==> config.mk <==
export PLATFORM = sky130hd
export DESIGN_NAME = ds_ldst_issue_queue_flat
export DESIGN_NICKNAME = d
export VERILOG_FILES = /design/src/rtl/power_isa_pkg.sv /design/src/rtl/ds_ldst_issue_queue_if.sv /design/src/rtl/ds_ldst_issue_queue_sync_fifo.sv /design/src/rtl/ds_ldst_issue_queue.sv /design/src/flat_wrapper.sv
export SDC_FILE = /design/constraint.sdc
export NUM_CORES = 1
export LEC_CHECK = 0
export CAP_MARGIN = 15
export CORE_UTILIZATION = 50
export CTS_CLUSTER_SIZE = 28
export DETAILED_ROUTE_END_ITERATION = 16
export GPL_ROUTABILITY_DRIVEN = 1
export PLACE_DENSITY = 0.89
export SYNTH_ARGS = -nofsm -noshare
export SYNTH_HDL_FRONTEND = slang
export SYNTH_SLANG_ARGS = --single-unit
==> constraint.sdc <==
create_clock -name clock_i -period 2.45 [get_ports clock_i]
set_clock_uncertainty 0.1 [all_clocks]
set_input_delay 0.49 -clock clock_i [delete_from_list [all_inputs] [get_ports clock_i]]
set_output_delay 0.49 -clock clock_i [all_outputs]
set_load 0.01 [all_outputs]
==> src/rtl/power_isa_pkg.sv <==
// Shared Power ISA constants: register/immediate widths, DS-form load/store
// micro-op encodings and functional-unit routing codes.
package power_isa_pkg;

  localparam int unsigned REG_WIDTH  = 5;
  localparam int unsigned IMM_WIDTH  = 14;
  localparam int unsigned DATA_WIDTH = 64;

  // DS-form load/store micro-ops; encodings 6 and 7 are reserved.
  typedef enum logic [2:0] {
    OP_LD   = 3'd0,
    OP_LDU  = 3'd1,
    OP_LWA  = 3'd2,
    OP_STD  = 3'd3,
    OP_STDU = 3'd4,
    OP_STQ  = 3'd5
  } ldst_op_e;

  // Functional-unit codes. Only the first four fit the 2-bit decode routing
  // field; trap ops reach their unit over a different path.
  localparam int unsigned FU_FX     = 0;
  localparam int unsigned FU_FP     = 1;
  localparam int unsigned FU_LDST   = 2;
  localparam int unsigned FU_BRANCH = 3;
  localparam int unsigned FU_TRAP   = 4;

  // Update forms write the effective address back to RA.
  function automatic logic is_update(input logic [2:0] op);
    return (op == OP_LDU) || (op == OP_STDU);
  endfunction

endpackage

==> src/rtl/ds_ldst_issue_queue_if.sv <==
// Decode-to-queue and queue-to-LSU signal bundle. The master side is the
// environment (decode plus LSU); the slave side is the issue queue.
interface ds_ldst_issue_queue_if
  import power_isa_pkg::*;
#(
  parameter int regWidth  = REG_WIDTH,
  parameter int immWidth  = IMM_WIDTH,
  parameter int dataWidth = DATA_WIDTH,
  parameter int depth     = 4
);

  // Decode side
  logic                      enable_i;
  logic [2:0]                op_i;
  logic [regWidth-1:0]       reg1_i;
  logic [regWidth-1:0]       reg2_i;
  logic                      reg2ValOrZero_i;
  logic [immWidth-1:0]       imm_i;
  logic [1:0]                functionalUnitCode_i;
  logic                      stall_o;

  // LSU side
  logic                      valid_o;
  logic                      ready_i;
  logic [2:0]                op_o;
  logic [regWidth-1:0]       reg1_o;
  logic [regWidth-1:0]       reg2_o;
  logic                      raZero_o;
  logic [dataWidth-1:0]      disp_o;
  logic                      update_o;
  logic                      illegal_o;
  logic [$clog2(depth):0]    count_o;

  modport master (
    output enable_i, op_i, reg1_i, reg2_i, reg2ValOrZero_i, imm_i,
           functionalUnitCode_i, ready_i,
    input  stall_o, valid_o, op_o, reg1_o, reg2_o, raZero_o, disp_o,
           update_o, illegal_o, count_o
  );

  modport slave (
    input  enable_i, op_i, reg1_i, reg2_i, reg2ValOrZero_i, imm_i,
           functionalUnitCode_i, ready_i,
    output stall_o, valid_o, op_o, reg1_o, reg2_o, raZero_o, disp_o,
           update_o, illegal_o, count_o
  );

endinterface

==> src/rtl/ds_ldst_issue_queue_sync_fifo.sv <==
// Generic synchronous FIFO: register-array storage, read/write pointers that
// wrap modulo DEPTH, and an occupancy counter. Pushes while full and pops
// while empty are ignored. Head data is a combinational read.
module sync_fifo #(
  parameter int WIDTH = 8,
  parameter int DEPTH = 4
) (
  input  logic                       clock_i,
  input  logic                       reset_i,
  input  logic                       push,
  input  logic                       pop,
  input  logic [WIDTH-1:0]           wdata,
  output logic [WIDTH-1:0]           rdata,
  output logic                       full,
  output logic                       empty,
  output logic [$clog2(DEPTH):0]     count
);

  localparam int AddrWidth = $clog2(DEPTH);

  logic [WIDTH-1:0]     mem [DEPTH];
  logic [AddrWidth-1:0] wr_ptr;
  logic [AddrWidth-1:0] rd_ptr;
  logic [AddrWidth:0]   count_q;
  logic                 push_en;
  logic                 pop_en;

  assign full    = (count_q == (AddrWidth+1)'(DEPTH));
  assign empty   = (count_q == '0);
  assign push_en = push && !full && !reset_i;
  assign pop_en  = pop && !empty && !reset_i;
  assign rdata   = mem[rd_ptr];
  assign count   = count_q;

  // Entry storage write.
  // NOTE: the array has no reset; pointers and count alone decide which
  // entries are live, so clearing the data would only cost logic.
  always_ff @(posedge clock_i) begin
    if (push_en) mem[wr_ptr] <= wdata;
  end

  // Pointer and occupancy update; power-of-two depth makes the wrap free.
  always_ff @(posedge clock_i) begin
    if (reset_i) begin
      wr_ptr  <= '0;
      rd_ptr  <= '0;
      count_q <= '0;
    end else begin
      if (push_en) wr_ptr <= wr_ptr + 1'b1;
      if (pop_en)  rd_ptr <= rd_ptr + 1'b1;
      case ({push_en, pop_en})
        2'b10:   count_q <= count_q + 1'b1;
        2'b01:   count_q <= count_q - 1'b1;
        default: count_q <= count_q;
      endcase
    end
  end

endmodule

==> src/rtl/ds_ldst_issue_queue.sv <==
// DS-form load/store issue queue: forms the scaled sign-extended
// displacement, the RA-literal-zero flag, the update flag and the
// invalid-form flag at push time, then buffers the packed entry in a FIFO
// feeding the LSU with valid/ready, and stalls decode when full.
module ds_ldst_issue_queue
  import power_isa_pkg::*;
#(
  parameter int regWidth     = REG_WIDTH,
  parameter int immWidth     = IMM_WIDTH,
  parameter int dataWidth    = DATA_WIDTH,
  parameter int depth        = 4,
  parameter int LdStUnitCode = FU_LDST
) (
  input  logic                  clock_i,
  input  logic                  reset_i,
  ds_ldst_issue_queue_if.slave  bus
);

  typedef struct packed {
    logic [2:0]           op;
    logic [regWidth-1:0]  reg1;
    logic [regWidth-1:0]  reg2;
    logic                 ra_zero;
    logic [dataWidth-1:0] disp;
    logic                 update;
    logic                 illegal;
  } entry_t;

  entry_t                  push_entry;
  entry_t                  head_entry;
  logic                    push_req;
  logic                    pop_req;
  logic                    full;
  logic                    empty;
  logic [$clog2(depth):0]  count;

  // Field formation for the incoming micro-op.
  // NOTE: every field gets a default before the real assignments so this
  // block can never infer a latch if a branch is added later.
  always_comb begin
    push_entry         = '0;
    push_entry.op      = bus.op_i;
    push_entry.reg1    = bus.reg1_i;
    push_entry.reg2    = bus.reg2_i;
    push_entry.ra_zero = bus.reg2ValOrZero_i && (bus.reg2_i == '0);
    // DS field scaled by 4, sign taken from its most significant bit.
    push_entry.disp    = {{(dataWidth-immWidth-2){bus.imm_i[immWidth-1]}},
                          bus.imm_i, 2'b00};
    push_entry.update  = is_update(bus.op_i);
    // The STQ even-RS rule looks at the ISA's last RS bit, i.e. our LSB.
    push_entry.illegal = (push_entry.update && (bus.reg2_i == '0))
                       || ((bus.op_i == OP_LDU) && (bus.reg2_i == bus.reg1_i))
                       || ((bus.op_i == OP_STQ) && bus.reg1_i[0])
                       || (bus.op_i[2:1] == 2'b11);
  end

  // Other-unit traffic is ignored without stalling; the FIFO itself
  // refuses a push while full, even if the head pops in the same cycle.
  assign push_req = bus.enable_i && (bus.functionalUnitCode_i == 2'(LdStUnitCode));
  assign pop_req  = !empty && bus.ready_i;

  sync_fifo #(
    .WIDTH ($bits(entry_t)),
    .DEPTH (depth)
  ) u_fifo (
    .clock_i (clock_i),
    .reset_i (reset_i),
    .push    (push_req),
    .pop     (pop_req),
    .wdata   (push_entry),
    .rdata   (head_entry),
    .full    (full),
    .empty   (empty),
    .count   (count)
  );

  assign bus.stall_o   = full;
  assign bus.valid_o   = !empty;
  assign bus.op_o      = head_entry.op;
  assign bus.reg1_o    = head_entry.reg1;
  assign bus.reg2_o    = head_entry.reg2;
  assign bus.raZero_o  = head_entry.ra_zero;
  assign bus.disp_o    = head_entry.disp;
  assign bus.update_o  = head_entry.update;
  assign bus.illegal_o = head_entry.illegal;
  assign bus.count_o   = count;

endmodule

==> src/flat_wrapper.sv <==
// flat-port wrapper written by rule: the top's interface ports become plain ports
module ds_ldst_issue_queue_flat import power_isa_pkg::*;
#(
  parameter int regWidth     = REG_WIDTH,
  parameter int immWidth     = IMM_WIDTH,
  parameter int dataWidth    = DATA_WIDTH,
  parameter int depth        = 4,
  parameter int LdStUnitCode = FU_LDST
)
  (clock_i, reset_i, bus_enable_i, bus_op_i, bus_reg1_i, bus_reg2_i, bus_reg2ValOrZero_i, bus_imm_i, bus_functionalUnitCode_i, bus_ready_i, bus_stall_o, bus_valid_o, bus_op_o, bus_reg1_o, bus_reg2_o, bus_raZero_o, bus_disp_o, bus_update_o, bus_illegal_o, bus_count_o);
  ds_ldst_issue_queue_if #(.regWidth(regWidth), .immWidth(immWidth), .dataWidth(dataWidth), .depth(depth)) bus_i ();
  input  logic clock_i;
  input  logic reset_i;
  input wire logic [$bits(bus_i.enable_i)-1:0] bus_enable_i;
  input wire logic [$bits(bus_i.op_i)-1:0] bus_op_i;
  input wire logic [$bits(bus_i.reg1_i)-1:0] bus_reg1_i;
  input wire logic [$bits(bus_i.reg2_i)-1:0] bus_reg2_i;
  input wire logic [$bits(bus_i.reg2ValOrZero_i)-1:0] bus_reg2ValOrZero_i;
  input wire logic [$bits(bus_i.imm_i)-1:0] bus_imm_i;
  input wire logic [$bits(bus_i.functionalUnitCode_i)-1:0] bus_functionalUnitCode_i;
  input wire logic [$bits(bus_i.ready_i)-1:0] bus_ready_i;
  output wire logic [$bits(bus_i.stall_o)-1:0] bus_stall_o;
  output wire logic [$bits(bus_i.valid_o)-1:0] bus_valid_o;
  output wire logic [$bits(bus_i.op_o)-1:0] bus_op_o;
  output wire logic [$bits(bus_i.reg1_o)-1:0] bus_reg1_o;
  output wire logic [$bits(bus_i.reg2_o)-1:0] bus_reg2_o;
  output wire logic [$bits(bus_i.raZero_o)-1:0] bus_raZero_o;
  output wire logic [$bits(bus_i.disp_o)-1:0] bus_disp_o;
  output wire logic [$bits(bus_i.update_o)-1:0] bus_update_o;
  output wire logic [$bits(bus_i.illegal_o)-1:0] bus_illegal_o;
  output wire logic [$bits(bus_i.count_o)-1:0] bus_count_o;
  assign bus_i.enable_i = bus_enable_i;
  assign bus_i.op_i = bus_op_i;
  assign bus_i.reg1_i = bus_reg1_i;
  assign bus_i.reg2_i = bus_reg2_i;
  assign bus_i.reg2ValOrZero_i = bus_reg2ValOrZero_i;
  assign bus_i.imm_i = bus_imm_i;
  assign bus_i.functionalUnitCode_i = bus_functionalUnitCode_i;
  assign bus_i.ready_i = bus_ready_i;
  assign bus_stall_o = bus_i.stall_o;
  assign bus_valid_o = bus_i.valid_o;
  assign bus_op_o = bus_i.op_o;
  assign bus_reg1_o = bus_i.reg1_o;
  assign bus_reg2_o = bus_i.reg2_o;
  assign bus_raZero_o = bus_i.raZero_o;
  assign bus_disp_o = bus_i.disp_o;
  assign bus_update_o = bus_i.update_o;
  assign bus_illegal_o = bus_i.illegal_o;
  assign bus_count_o = bus_i.count_o;
  ds_ldst_issue_queue #(.regWidth(regWidth), .immWidth(immWidth), .dataWidth(dataWidth), .depth(depth), .LdStUnitCode(LdStUnitCode)) u_core (.clock_i(clock_i), .reset_i(reset_i), .bus(bus_i));
endmodule
==> impl_results.md, run 1 <==
* Reported leakage power at roughly 2.5 nW
* Vertical extent of the die at about 110 µm
* Worst path bufs/invs at 3
* Ratio of final minimum period to clock period at 1.06
* Startpoint of the lowest-slack hold path: u_core.u_fifo.count[2]
* Logic gate share of total power at 0.067
* Final non-filler cell total at between 500 and 600
* PortBufs at around 120
* Cells after synthesis at ~280
* Area added between synthesis and finish at 32.2%
* Flops & latches, synth at 129
* Fraction of synthesized cell area in xor and xnor cells at 0.0181
* Min-Delay Path Class: flip-flop to flip-flop
* WP data required at 1.86 ns
* RD Place Congestion at 0.755
* Ordered list of cells on the worst path: buf_6 > mux4_2 > buf_12 > dlygate4sd2_1
* Number of sinks handled by clock tree synthesis at between 100 and 150
* Status: finished, violations left
* Warnings, synthesis at 0
* Leading cell types by count after synthesis: 120 x sky130_fd_sc_hd__edfxtp_1, 53 x sky130_fd_sc_hd__buf_4, 30 x sky130_fd_sc_hd__mux4_2
* Terminus of the critical flop-to-flop path: u_core.u_fifo.count[2]
* Worst skew pair latency at about 0.5 ns
* Most frequent cell after synthesis: sky130_fd_sc_hd__edfxtp_1
* Routed vias at between 2,000 and 3,000
* Core area at a little over 0.01 mm²
* DP Wirelength at between 6 and 7 mm
* Wire length of the first global-routing pass at between 15 and 20 mm
* X dimension of the die at 105 µm
* Antenna violations before repair at 0
* Overall Global Routing Usage at 0.192
* Number of max-slew violations in the final report at 0
* Violations in the final reports: negative setup slack
* R2R Path Start: u_core.u_fifo.count[0]
* Number of antenna diodes at 0
* Clock-pin slew on the worst setup and hold paths at roughly 0.060 ns
* Area of placed instances at 0.00650 mm²
* Internal reg-to-reg setup slack at approximately 0.27 ns
* Clock Root Buffer: sky130_fd_sc_hd__clkbuf_8
* Portion of total power attributed to sequential cells at 0.476
* Number of setup violations in the final report at slightly above 60
* Data arrival time of the critical path at about 2 ns
* Fraction of synthesized cell area taken by the top area cell type at 0.678
* Worst path top cell family by delay: buffers and inverters
* Most crowded layer after global routing: met2
* Total grt overflow at 0
* Setup repair after global routing missed its margin: yes
* Io pins at ~120
* Power share of the clock group at 0.457
* PD cells at between 700 and 800 mW/mm²
* VDD IR-drop max at slightly below 0.0005 V
* Max Root-Sink Buffers at 2
* Avg Synthesized Cell Area at 19.3 µm²
* Number of nets in the layout at between 400 and 500
* Proportion of layout cells with a drive suffix above 1 at 0.390
* Die area at about 0.011 mm²
* Sw frac at 0.207
* Fraction of the mapped netlist area in simple logic gates at 0.0393
* Antenna violation net count after detailed routing at 0
* Clock buffers created by TritonCTS at 17
* Post-layout instance area at between 0.007 and 0.008 mm²
* Worst hold path cell count at 2
* Cell variety after synth at 32
* Violation count after the first detailed-routing iteration at between 150 and 200
* Vias in the first global route at approximately 2,800
* CP endpoint kind: output pin
* Number of core rows at 37
* Largest cells by area after synthesis: sky130_fd_sc_hd__edfxtp_1 68%, sky130_fd_sc_hd__mux4_2 13%, sky130_fd_sc_hd__buf_4 7.5%
* Sw power at ~1.1 mW
* Final Worst Setup Slack at -0.136 ns
* Number of maximum-capacitance violations at 0
* TritonCTS clock tree: built
* First-pass detailed-route iteration total at 4
* Pre-CTS WS at -0.194 ns
* Highest attainable clock frequency at between 300 and 400 MHz
* Worst hold endpoint: u_core.u_fifo.count[2]
* Critical path's largest stage delay at 0.54 ns
* Total power of the final layout at approximately 5.1 mW
* Met3 global-route usage at 0.0524
* Crit. path cell count at 4
* Largest net degree at the start of global routing at 31
* Highest fanout seen on the critical path at 25
* Initial core utilization at 0.515
* Post-synthesis compound-gate area fraction at 0.00376
* Final number of hold-violating endpoints at 0
* Average wire per standard cell at between 15 and 20 µm
* Tmin final at ~2.6 ns
* Synth Flop Type: sky130_fd_sc_hd__edfxtp_1
* Adder and majority gate portion of the synthesized area at 0.0155
* Number of enable-type register cells in the synthesized netlist at 120
* Core utilization of the finished layout at 0.681
* Dominant combinational cell family by area after synthesis: multiplexers
* Summed instance area of the synthesized netlist at roughly 0.0053 mm²
* Mean number of vias per cell at 5.26
* Post-synthesis cell type with the largest combined area: sky130_fd_sc_hd__edfxtp_1
* Number of hold buffers added after CTS at 0
* Total length of routed wires at 9.90 mm
* Remaining design rule violation count at 0
* Met1 Track Usage GR at 0.245
* P_int at 4.05 mW
* Fraction of registers with async set/reset at 0
* Slowest cell on the critical path: sky130_fd_sc_hd__mux4_2
* Share of synthesized area spent on multiplexers at 0.129
* Placed Instances at between 400 and 500
* Htree depth at 4
* Critical Path Start Type: flip-flop
* Class of the most critical setup path: flip-flop to output pin
* Depth of the worst register-to-register path at 9
* GR met2 Demand/Resource at 0.314
* Sequential share of the synthesized area at 0.712
how the worst max path moves through the flow:
stage,from,endpoint,slack [ns]
2_1_floorplan,reset_i,u_core.u_fifo.mem[0][0],0.17
3_3_place_gp,reset_i,u_core.u_fifo.count[2],-0.11
3_5_place_dp,reset_i,u_core.u_fifo.count[2],-0.19
4_1_cts,flip-flop,bus_disp_o[21],-0.21
5_1_grt,flip-flop,bus_disp_o[30],-0.20
6_report,flip-flop,bus_disp_o[61],-0.14
tightest hold or removal path, delay by kind of cell (launching register included):
family,cells,cell delay [ns]
DFF,1,0.35
AOI/OAI and AO/OA,2,0.15
what timing repair did:
| item | 4_1_cts | 5_1_grt |
|---|---|---|
| gates resized for setup | 252 | 27 |
| setup buffers | 8 | 2 |
| cloned | 1 | 0 |
| setup endpoints to repair | 78 | 75 |
cell families after synthesis:
| group | Yosys count |
|---|---|
| AO/OA/AOI/OAI | 4 |
| XOR/XNOR | 11 |
| adder cells (fa/ha/maj) | 6 |
| buffers and inverters | 63 |
| flip-flops | 129 |
| multiplexers | 31 |
| other | 1 |
| AND/OR/NAND/NOR | 31 |
state kept, by name, indices dropped and copies added, names as in the netlist, named ones only:
| register | count |
|---|---|
| u_core.u_fifo.mem | 120 |
| u_core.u_fifo.rd_ptr | 2 |
| u_core.u_fifo.wr_ptr | 2 |
| u_core.u_fifo.count | 3 |
cell type report:
cell class / instances / area, µm²
Sequential cell: 129 / 3790
Fill cell: 692 / 3290
Timing Repair Buffer: 145 / 1380
Multi-Input combinational cell: 85 / 1110
Clock buffer: 17 / 414
Tap cell: 136 / 170
Clock inverter: 15 / 145
Inverter: 6 / 22.5
layout by cell type, fill, tap and decap left out, types with 2 or more instances in the layout:
cell,netlist,layout
sky130_fd_sc_hd__clkinvlp_4,0,5
sky130_fd_sc_hd__a21oi_1,2,2
sky130_fd_sc_hd__inv_1,5,5
sky130_fd_sc_hd__ha_1,5,5
sky130_fd_sc_hd__clkbuf_16,0,16
sky130_fd_sc_hd__buf_2,1,28
sky130_fd_sc_hd__buf_6,0,29
sky130_fd_sc_hd__xnor2_1,3,3
sky130_fd_sc_hd__xor2_1,8,8
sky130_fd_sc_hd__and2_2,0,4
sky130_fd_sc_hd__nor2_1,11,11
sky130_fd_sc_hd__dfxtp_1,9,7
sky130_fd_sc_hd__dlygate4sd2_1,0,23
sky130_fd_sc_hd__buf_12,0,9
sky130_fd_sc_hd__mux4_2,30,30
sky130_fd_sc_hd__clkinv_4,0,3
sky130_fd_sc_hd__clkinv_1,0,3
sky130_fd_sc_hd__bufinv_16,0,2
sky130_fd_sc_hd__nand3_1,2,2
sky130_fd_sc_hd__clkdlybuf4s50_1,0,37
sky130_fd_sc_hd__buf_4,53,14
sky130_fd_sc_hd__conb_1,1,2
sky130_fd_sc_hd__clkinv_2,0,2
sky130_fd_sc_hd__edfxtp_1,120,120
stage by stage:
step,hold slack [ns],setup TNS (ns)
after floorplan,0.385,0
after global placement,0.396,-0.108
after detailed placement,0.425,-0.194
after CTS,0.438,-7.11
after global routing,0.473,-8.11
final,0.442,-3.63
power by group through the flow:
stage,clock network (mW),logic (mW),registers (mW)
6_report,2.33,0.342,2.43
5_1_grt,2.47,0.365,2.43
4_1_cts,2.38,0.335,2.43
3_5_place_dp,0,0.350,2.48
3_3_place_gp,0,0.342,2.48
2_1_floorplan,0,0.174,2.47
routing by layer:
| layer | share of wire | vias to the layer above |
|---|---|---|
| li1 | - | 1231 |
| met2 | 0.52 | 144 |
| met5 | 0 | - |
| met3 | 0.071 | 12 |
| met4 | 0.011 | 0 |
| met1 | 0.40 | 1419 |
Note: power is estimated with default switching activity, not from simulation.
==> run 2: changes to the inputs <==
Settings changed: CORE_MARGIN set to 5, CORE_UTILIZATION 50 to 45, PLACE_DENSITY 0.89 to 0.85.
Clock period 2.45 ns to 2.1 ns, I/O delays scaled along.
==> impl_results.md, run 2 (synthesized netlist as in run 1, its figures left out) <==
* Smallest hold slack at approximately 0.38 ns
* P_int at between 4 and 5 mW
* Sw power at 1.29 mW
* X dimension of the die at 119 µm
* Final number of hold-violating endpoints at 0
* Largest reg by FF count: u_core.u_fifo.mem
* Number of antenna diodes at 0
* Critical Path Start Type: flip-flop
* Number of sinks handled by clock tree synthesis at between 100 and 150
* Mean number of vias per cell at around 5.0
* Final Worst Setup Slack at -0.310 ns
* Die area at ~0.014 mm²
* Data arrival time of the critical path at ~1.9 ns
* Setup repair after global routing missed its margin: yes
* Number of maximum-capacitance violations at 0
* Htree depth at 4
* WP data required at 1.58 ns
* Clock buffers created by TritonCTS at 17
* Detailed route wirelength on metal2 at slightly above 5 mm
* Initial core utilization at 0.462
* Remaining design rule violation count at 0
* Min-Delay Path Class: input pin to flip-flop
* Status: finished, violations left
* R2R Path Start: u_core.u_fifo.count[1]
* Antenna violations before repair at 0
* Highest fanout seen on the critical path at 49
* Placed Instances at 510
* Max Root-Sink Buffers at 2
* Total grt overflow at 0
* Summed negative setup slack over all endpoints at -20.46 ns
* PortBufs at roughly 120
* Portion of total power attributed to sequential cells at 0.462
* Largest net degree at the start of global routing at 50
* Violation count after the first detailed-routing iteration at about 170
* First-pass detailed-route iteration total at 4
* VDD IR-drop max at about 0.00055 V
* Leading cell types in the layout, fill and taps excluded: 120 x sky130_fd_sc_hd__edfxtp_1, 50 x sky130_fd_sc_hd__dlygate4sd2_1, 35 x sky130_fd_sc_hd__clkdlybuf4s50_1, 31 x sky130_fd_sc_hd__buf_4, 30 x sky130_fd_sc_hd__mux4_2
* Violations in the final reports: negative setup slack
* Terminus of the critical flop-to-flop path: u_core.u_fifo.count[2]
* Routed vias at ~2,800
* Io pins at around 120
* Fillers at 792
* CP endpoint kind: output pin
* Wire length of the first global-routing pass at between 15 and 20 mm
* Worst setup path endpoint: bus_disp_o[52]
* Clock-pin slew on the worst setup and hold paths at around 0.060 ns
* Most frequent standard cell in the layout excluding fill and tap cells: sky130_fd_sc_hd__edfxtp_1
* Final non-filler cell total at approximately 560
* DP Wirelength at between 6 and 7 mm
* Power share of the clock group at 0.465
* Tmin final at roughly 2.4 ns
* RD Place Congestion at about 0.75
* Area added between synthesis and finish at 38.8%
* Core area at around 0.012 mm²
* Logic gate share of total power at 0.072
* Vias in the first global route at a little under 3,000
* Number of core rows at 39
* Proportion of layout cells with a drive suffix above 1 at 0.377
* Total length of routed wires at approximately 10 mm
* Worst skew pair latency at approximately 0.4 ns
* Antenna violation net count after detailed routing at 0
* Highest Signal Layer: met4
* Reported leakage power at ~2.6 nW
* Highest attainable clock frequency at 415 MHz
* Met1 WL at between 4 and 5 mm
* Internal reg-to-reg setup slack at approximately 0.05 ns
* Clock Root Buffer: sky130_fd_sc_hd__clkbuf_16
* Number of nets in the layout at about 440
* Number of max-slew violations in the final report at 0
* Number of flip-flops in the largest register at 120
* Ratio of final minimum period to clock period at 1.15
* Depth of the worst register-to-register path at 9
* TritonCTS clock tree: built
* Number of hold buffers added after CTS at 0
* Average wire per standard cell at 18.2 µm
* PD cells at roughly 830 mW/mm²
* Worst hold path cell count at 4
* Vertical extent of the die at ~120 µm
* Sw frac at 0.210
* Routed wire length on met3 at 740 µm
* Class of the most critical setup path: flip-flop to output pin
* Number of setup violations in the final report at 78
* Overall Global Routing Usage at 0.147
[run 2: cell count changes in the layout (fill, tap and decap cells not counted), sizes merged]
cell           delta
clkdlybuf4s15     -1
clkinv            -5
inv               +4
buf               -4
clkdlybuf4s50     -2
dlygate4sd2      +27
[run 2: worst min path at each step]
stage / start / to
after global routing: reset_i / u_core.u_fifo.count[2]
after detailed placement: u_core.u_fifo.rd_ptr[0] / flip-flop
after floorplan: u_core.u_fifo.rd_ptr[1] / flip-flop
after global placement: u_core.u_fifo.count[2] / u_core.u_fifo.count[2]
final: reset_i / u_core.u_fifo.count[2]
after CTS: u_core.u_fifo.rd_ptr[0] / flip-flop
[run 2: power groups by stage]
stage / Combinational, mW / Sequential, mW / Clock, mW
after floorplan: 0.214 / 2.89 / 0
after global placement: 0.415 / 2.89 / 0
after detailed placement: 0.424 / 2.89 / 0
after CTS: 0.431 / 2.83 / 2.89
after global routing: 0.476 / 2.83 / 3.03
final: 0.444 / 2.83 / 2.85
[run 2: repair_timing]
item                       CTS  global route
resized for setup          207            12
setup endpoints to repair   81            80
hold endpoints to repair     0             0
buffers inserted             9             7
cloned                       2             0
pin swaps                    1             3
[run 2: final cells by class]
type,count,area [µm²],area share
Sequential cell,129,3800,0.514
Multi-Input combinational cell,85,1130,0.153
Tap cell,143,179,0.0242
Clock inverter,14,155,0.0210
Timing Repair Buffer,164,1670,0.227
Inverter,6,22.5,0.00305
Clock buffer,18,429,0.0581
[run 2: metal layers]
metal	vias up	GRT usage
met4	0	0.0478
met1	1385	0.177
met2	122	0.251
met3	15	0.0473
li1	1270	-
met5	-	0
[run 2: critical path: stages, from the launching register on]
cell and delay, ns:
sky130_fd_sc_hd__dfxtp_4 0.37, sky130_fd_sc_hd__buf_4 0.11, sky130_fd_sc_hd__mux4_2 0.52, sky130_fd_sc_hd__buf_12 0.18, sky130_fd_sc_hd__dlygate4sd2_1 0.29
[run 2: per-stage QoR]
step / total power, mW / setup WS (ns) / utilization / instance area (µm²)
floorplan: 3.10 / -0.0601 / - / 5400
global placement: 3.30 / -0.338 / 0.573 / 6590
detailed placement: 3.31 / -0.440 / 0.573 / 6590
CTS: 6.16 / -0.370 / 0.632 / 7280
global route: 6.34 / -0.374 / 0.641 / 7380
finish: 6.13 / -0.310 / 0.641 / 7380
==> run 3: changes to the inputs <==
Settings changed: CORE_UTILIZATION 45 to 54, CTS_CLUSTER_DIAMETER set to 200, PLACE_DENSITY 0.85 to 0.89, SYNTH_HIERARCHICAL set to 1.
==> impl_results.md, run 3 <==
* Status: finished, violations left
* Violations in the final reports: negative setup slack
* Cell variety after synth at 33
* WP data required at 1.58 ns
* Vias in the first global route at just under 6,000
* RD Place Congestion at about 0.84
* Internal reg-to-reg setup slack at -0.06 ns
* CP endpoint kind: output pin
* Routed vias at roughly 5,500
* Initial core utilization at 0.544
* Fraction of synthesized cell area in xor and xnor cells at 0.00715
* Smallest hold slack at between 0.3 and 0.4 ns
* X dimension of the die at 161 µm
* Summed instance area of the synthesized netlist at around 0.012 mm²
* Dominant combinational cell family by area after synthesis: multiplexers
* Number of max-slew violations in the final report at 0
* Placed Instances at 930
* Sequential share of the synthesized area at 0.799
* Io pins at approximately 120
* Fraction of the mapped netlist area in simple logic gates at 0.0142
* Terminus of the critical flop-to-flop path: u_core/u_fifo/count[2]
* Number of nets in the layout at between 700 and 800
* Critical Path Start Type: flip-flop
* Htree depth at 1
* Fraction of registers with async set/reset at 0
* Number of antenna diodes at 0
* Leading cell types by count after synthesis: 320 x sky130_fd_sc_hd__edfxtp_1, 80 x sky130_fd_sc_hd__mux4_2, 11 x sky130_fd_sc_hd__nor2_1
* Average wire per standard cell at 23.1 µm
* Most frequent cell after synthesis: sky130_fd_sc_hd__edfxtp_1
* Total grt overflow at 0
* Mean number of vias per cell at between 5 and 6
* Data arrival time of the critical path at approximately 2.0 ns
* Final number of hold-violating endpoints at 0
* Post-synthesis cell type with the largest combined area: sky130_fd_sc_hd__edfxtp_1
* First-pass detailed-route iteration total at 4
* Clock Root Buffer: sky130_fd_sc_hd__clkbuf_16
* Post-synthesis compound-gate area fraction at 0.00419
* Setup repair after global routing missed its margin: yes
* Leading cell types in the layout, fill and taps excluded: 320 x sky130_fd_sc_hd__edfxtp_1, 80 x sky130_fd_sc_hd__mux4_2, 53 x sky130_fd_sc_hd__buf_6, 32 x sky130_fd_sc_hd__clkdlybuf4s50_1, 30 x sky130_fd_sc_hd__buf_4
* Number of enable-type register cells in the synthesized netlist at 320
* DP Wirelength at 13.2 mm
* Depth of the worst register-to-register path at 10
* Adder and majority gate portion of the synthesized area at 0.00674
* Die area at 0.0258 mm²
* Violation count after the first detailed-routing iteration at about 370
* Avg Synthesized Cell Area at between 20 and 25 µm²
* Final non-filler cell total at 970
* Number of sinks handled by clock tree synthesis at ~330
* Worst skew pair latency at 0.48 ns
* Pre-CTS WS at -0.503 ns
* Warnings, synthesis at 6
* Total length of routed wires at approximately 22 mm
* Proportion of layout cells with a drive suffix above 1 at 0.372
* Class of the most critical setup path: flip-flop to output pin
* Min-Delay Path Class: input pin to flip-flop
* Number of setup violations in the final report at 81
* Wire length of the first global-routing pass at roughly 35 mm
* Worst-margin pin slew at between 0.6 and 0.7 ns
* Area added between synthesis and finish at 21.3%
* Most frequent standard cell in the layout excluding fill and tap cells: sky130_fd_sc_hd__edfxtp_1
* Reported leakage power at 4.80 nW
* Number of core rows at 55
* Number of hold buffers added after CTS at 0
* Core area at about 0.023 mm²
* Synth Flop Type: sky130_fd_sc_hd__edfxtp_1
* PortBufs at roughly 120
* Final Worst Setup Slack at -0.368 ns
* Clock-pin slew on the worst setup and hold paths at 0.10 ns
* Flops & latches, synth at roughly 330
* Number of flip-flops in the largest register at 320
* Summed negative setup slack over all endpoints at -22.86 ns
* Tmin final at around 2.5 ns
* Overall Global Routing Usage at 0.173
* Max Root-Sink Buffers at 3
* Highest attainable clock frequency at a little over 400 MHz
* Largest cells by area after synthesis: sky130_fd_sc_hd__edfxtp_1 78%, sky130_fd_sc_hd__mux4_2 15%, sky130_fd_sc_hd__dfxtp_1 1.5%
* Relative slew slack at 0.575
* Ratio of final minimum period to clock period at 1.18
* TritonCTS clock tree: built
* VDD IR-drop max at between 0.0008 and 0.0009 V
* Largest net degree at the start of global routing at 70
* Worst setup path endpoint: bus_disp_o[39]
* PD cells at 725 mW/mm²
* Vertical extent of the die at 161 µm
* Antenna violation net count after detailed routing at 0
* Highest fanout seen on the critical path at 6
* Largest reg by FF count: u_core/u_fifo/mem
* Remaining design rule violation count at 0
* Number of maximum-capacitance violations at 0
* Share of synthesized area spent on multiplexers at 0.148
* Fraction of synthesized cell area taken by the top area cell type at 0.784
* Cells after synthesis at approximately 500
* Antenna violations before repair at 0
* R2R Path Start: u_core/u_fifo/count[0]
* Clock buffers created by TritonCTS at 15
* Fillers at 1,361
## run 3: changes by cell type in the layout (fill, tap and decap cells not counted), sizes merged, moves of 6 or more
| cell | change |
|---|---|
| clkbuf | +20 |
| conb | +6 |
| dlygate4sd2 | -47 |
| buf | +49 |
| edfxtp | +200 |
| mux4 | +50 |
## run 3: area by class of cell
| cell class | instances | area, µm² | share of cell area |
|---|---|---|---|
| tap | 285 | 357 | 0.0240 |
| clock buffer | 24 | 409 | 0.0275 |
| timing repair buffer | 177 | 1960 | 0.132 |
| inverter | 8 | 30.0 | 0.00202 |
| clock inverter | 1 | 8.76 | 0.000589 |
| multi-input combinational | 146 | 2290 | 0.154 |
| sequential | 329 | 9810 | 0.660 |
## run 3: worst max-delay path, stage by stage (launching register included)
cell,delay (ns)
sky130_fd_sc_hd__dfxtp_4,0.38
sky130_fd_sc_hd__buf_12,0.15
sky130_fd_sc_hd__buf_12,0.13
sky130_fd_sc_hd__buf_16,0.13
sky130_fd_sc_hd__mux4_2,0.52
sky130_fd_sc_hd__buf_6,0.14
## run 3: how the worst min path moves through the flow
stage	startpoint	end	slack (ns)	cells after the start
floorplan	u_core/u_fifo/wr_ptr[1]	u_core/u_fifo/wr_ptr[1]	0.38	2
global placement	u_core/u_fifo/wr_ptr[1]	u_core/u_fifo/wr_ptr[1]	0.39	2
detailed placement	u_core/u_fifo/wr_ptr[1]	u_core/u_fifo/wr_ptr[1]	0.42	2
CTS	bus_imm_i[13]	u_core/u_fifo/mem[2][48]	0.31	1
global route	bus_imm_i[13]	u_core/u_fifo/mem[3][48]	0.31	1
finish	bus_imm_i[13]	u_core/u_fifo/mem[0][47]	0.32	1
## run 3: repair_timing
item | in CTS | in global routing
resized for setup | 348 | 41
buffers inserted | 7 | 3
pin swaps | 1 | 1
setup endpoints to repair | 83 | 83
gates cloned | 5 | 1
## run 3: power by group
part	leakage [nW]	internal, mW	switching [mW]	total (mW)
Sequential	2.97	7.22	0.0122	7.23
Combinational	1.63	0.174	0.187	0.361
Clock	0.200	1.37	1.81	3.18
## run 3: cells by family (layout without fill, tap and decap cells)
family                   count (synthesis)  count (layout)
AO/OA/AOI/OAI                            9               9
XOR/XNOR                                10              10
adder cells (fa/ha/maj)                  6               6
buffers and inverters                   27             210
flip-flops                             329             329
multiplexers                            81              81
other                                    1               8
AND/OR/NAND/NOR                         32              32
## run 3: per-stage QoR
| step | power (mW) | area (µm²) | util |
|---|---|---|---|
| after global placement | 7.72 | 14200 | 0.630 |
| after global routing | 11.2 | 14900 | 0.661 |
| final | 10.8 | 14900 | 0.661 |
| after CTS | 10.9 | 14800 | 0.658 |
| after floorplan | 7.49 | 12300 | - |
| after detailed placement | 7.74 | 14200 | 0.630 |
## run 3: metal layers
metal / wire, µm / vias up / track usage
met5: 0 / - / 0
met4: 175 / 0 / 0.0235
met3: 1380 / 18 / 0.0380
met2: 11900 / 152 / 0.305
met1: 8960 / 2910 / 0.231
li1: - / 2429 / -
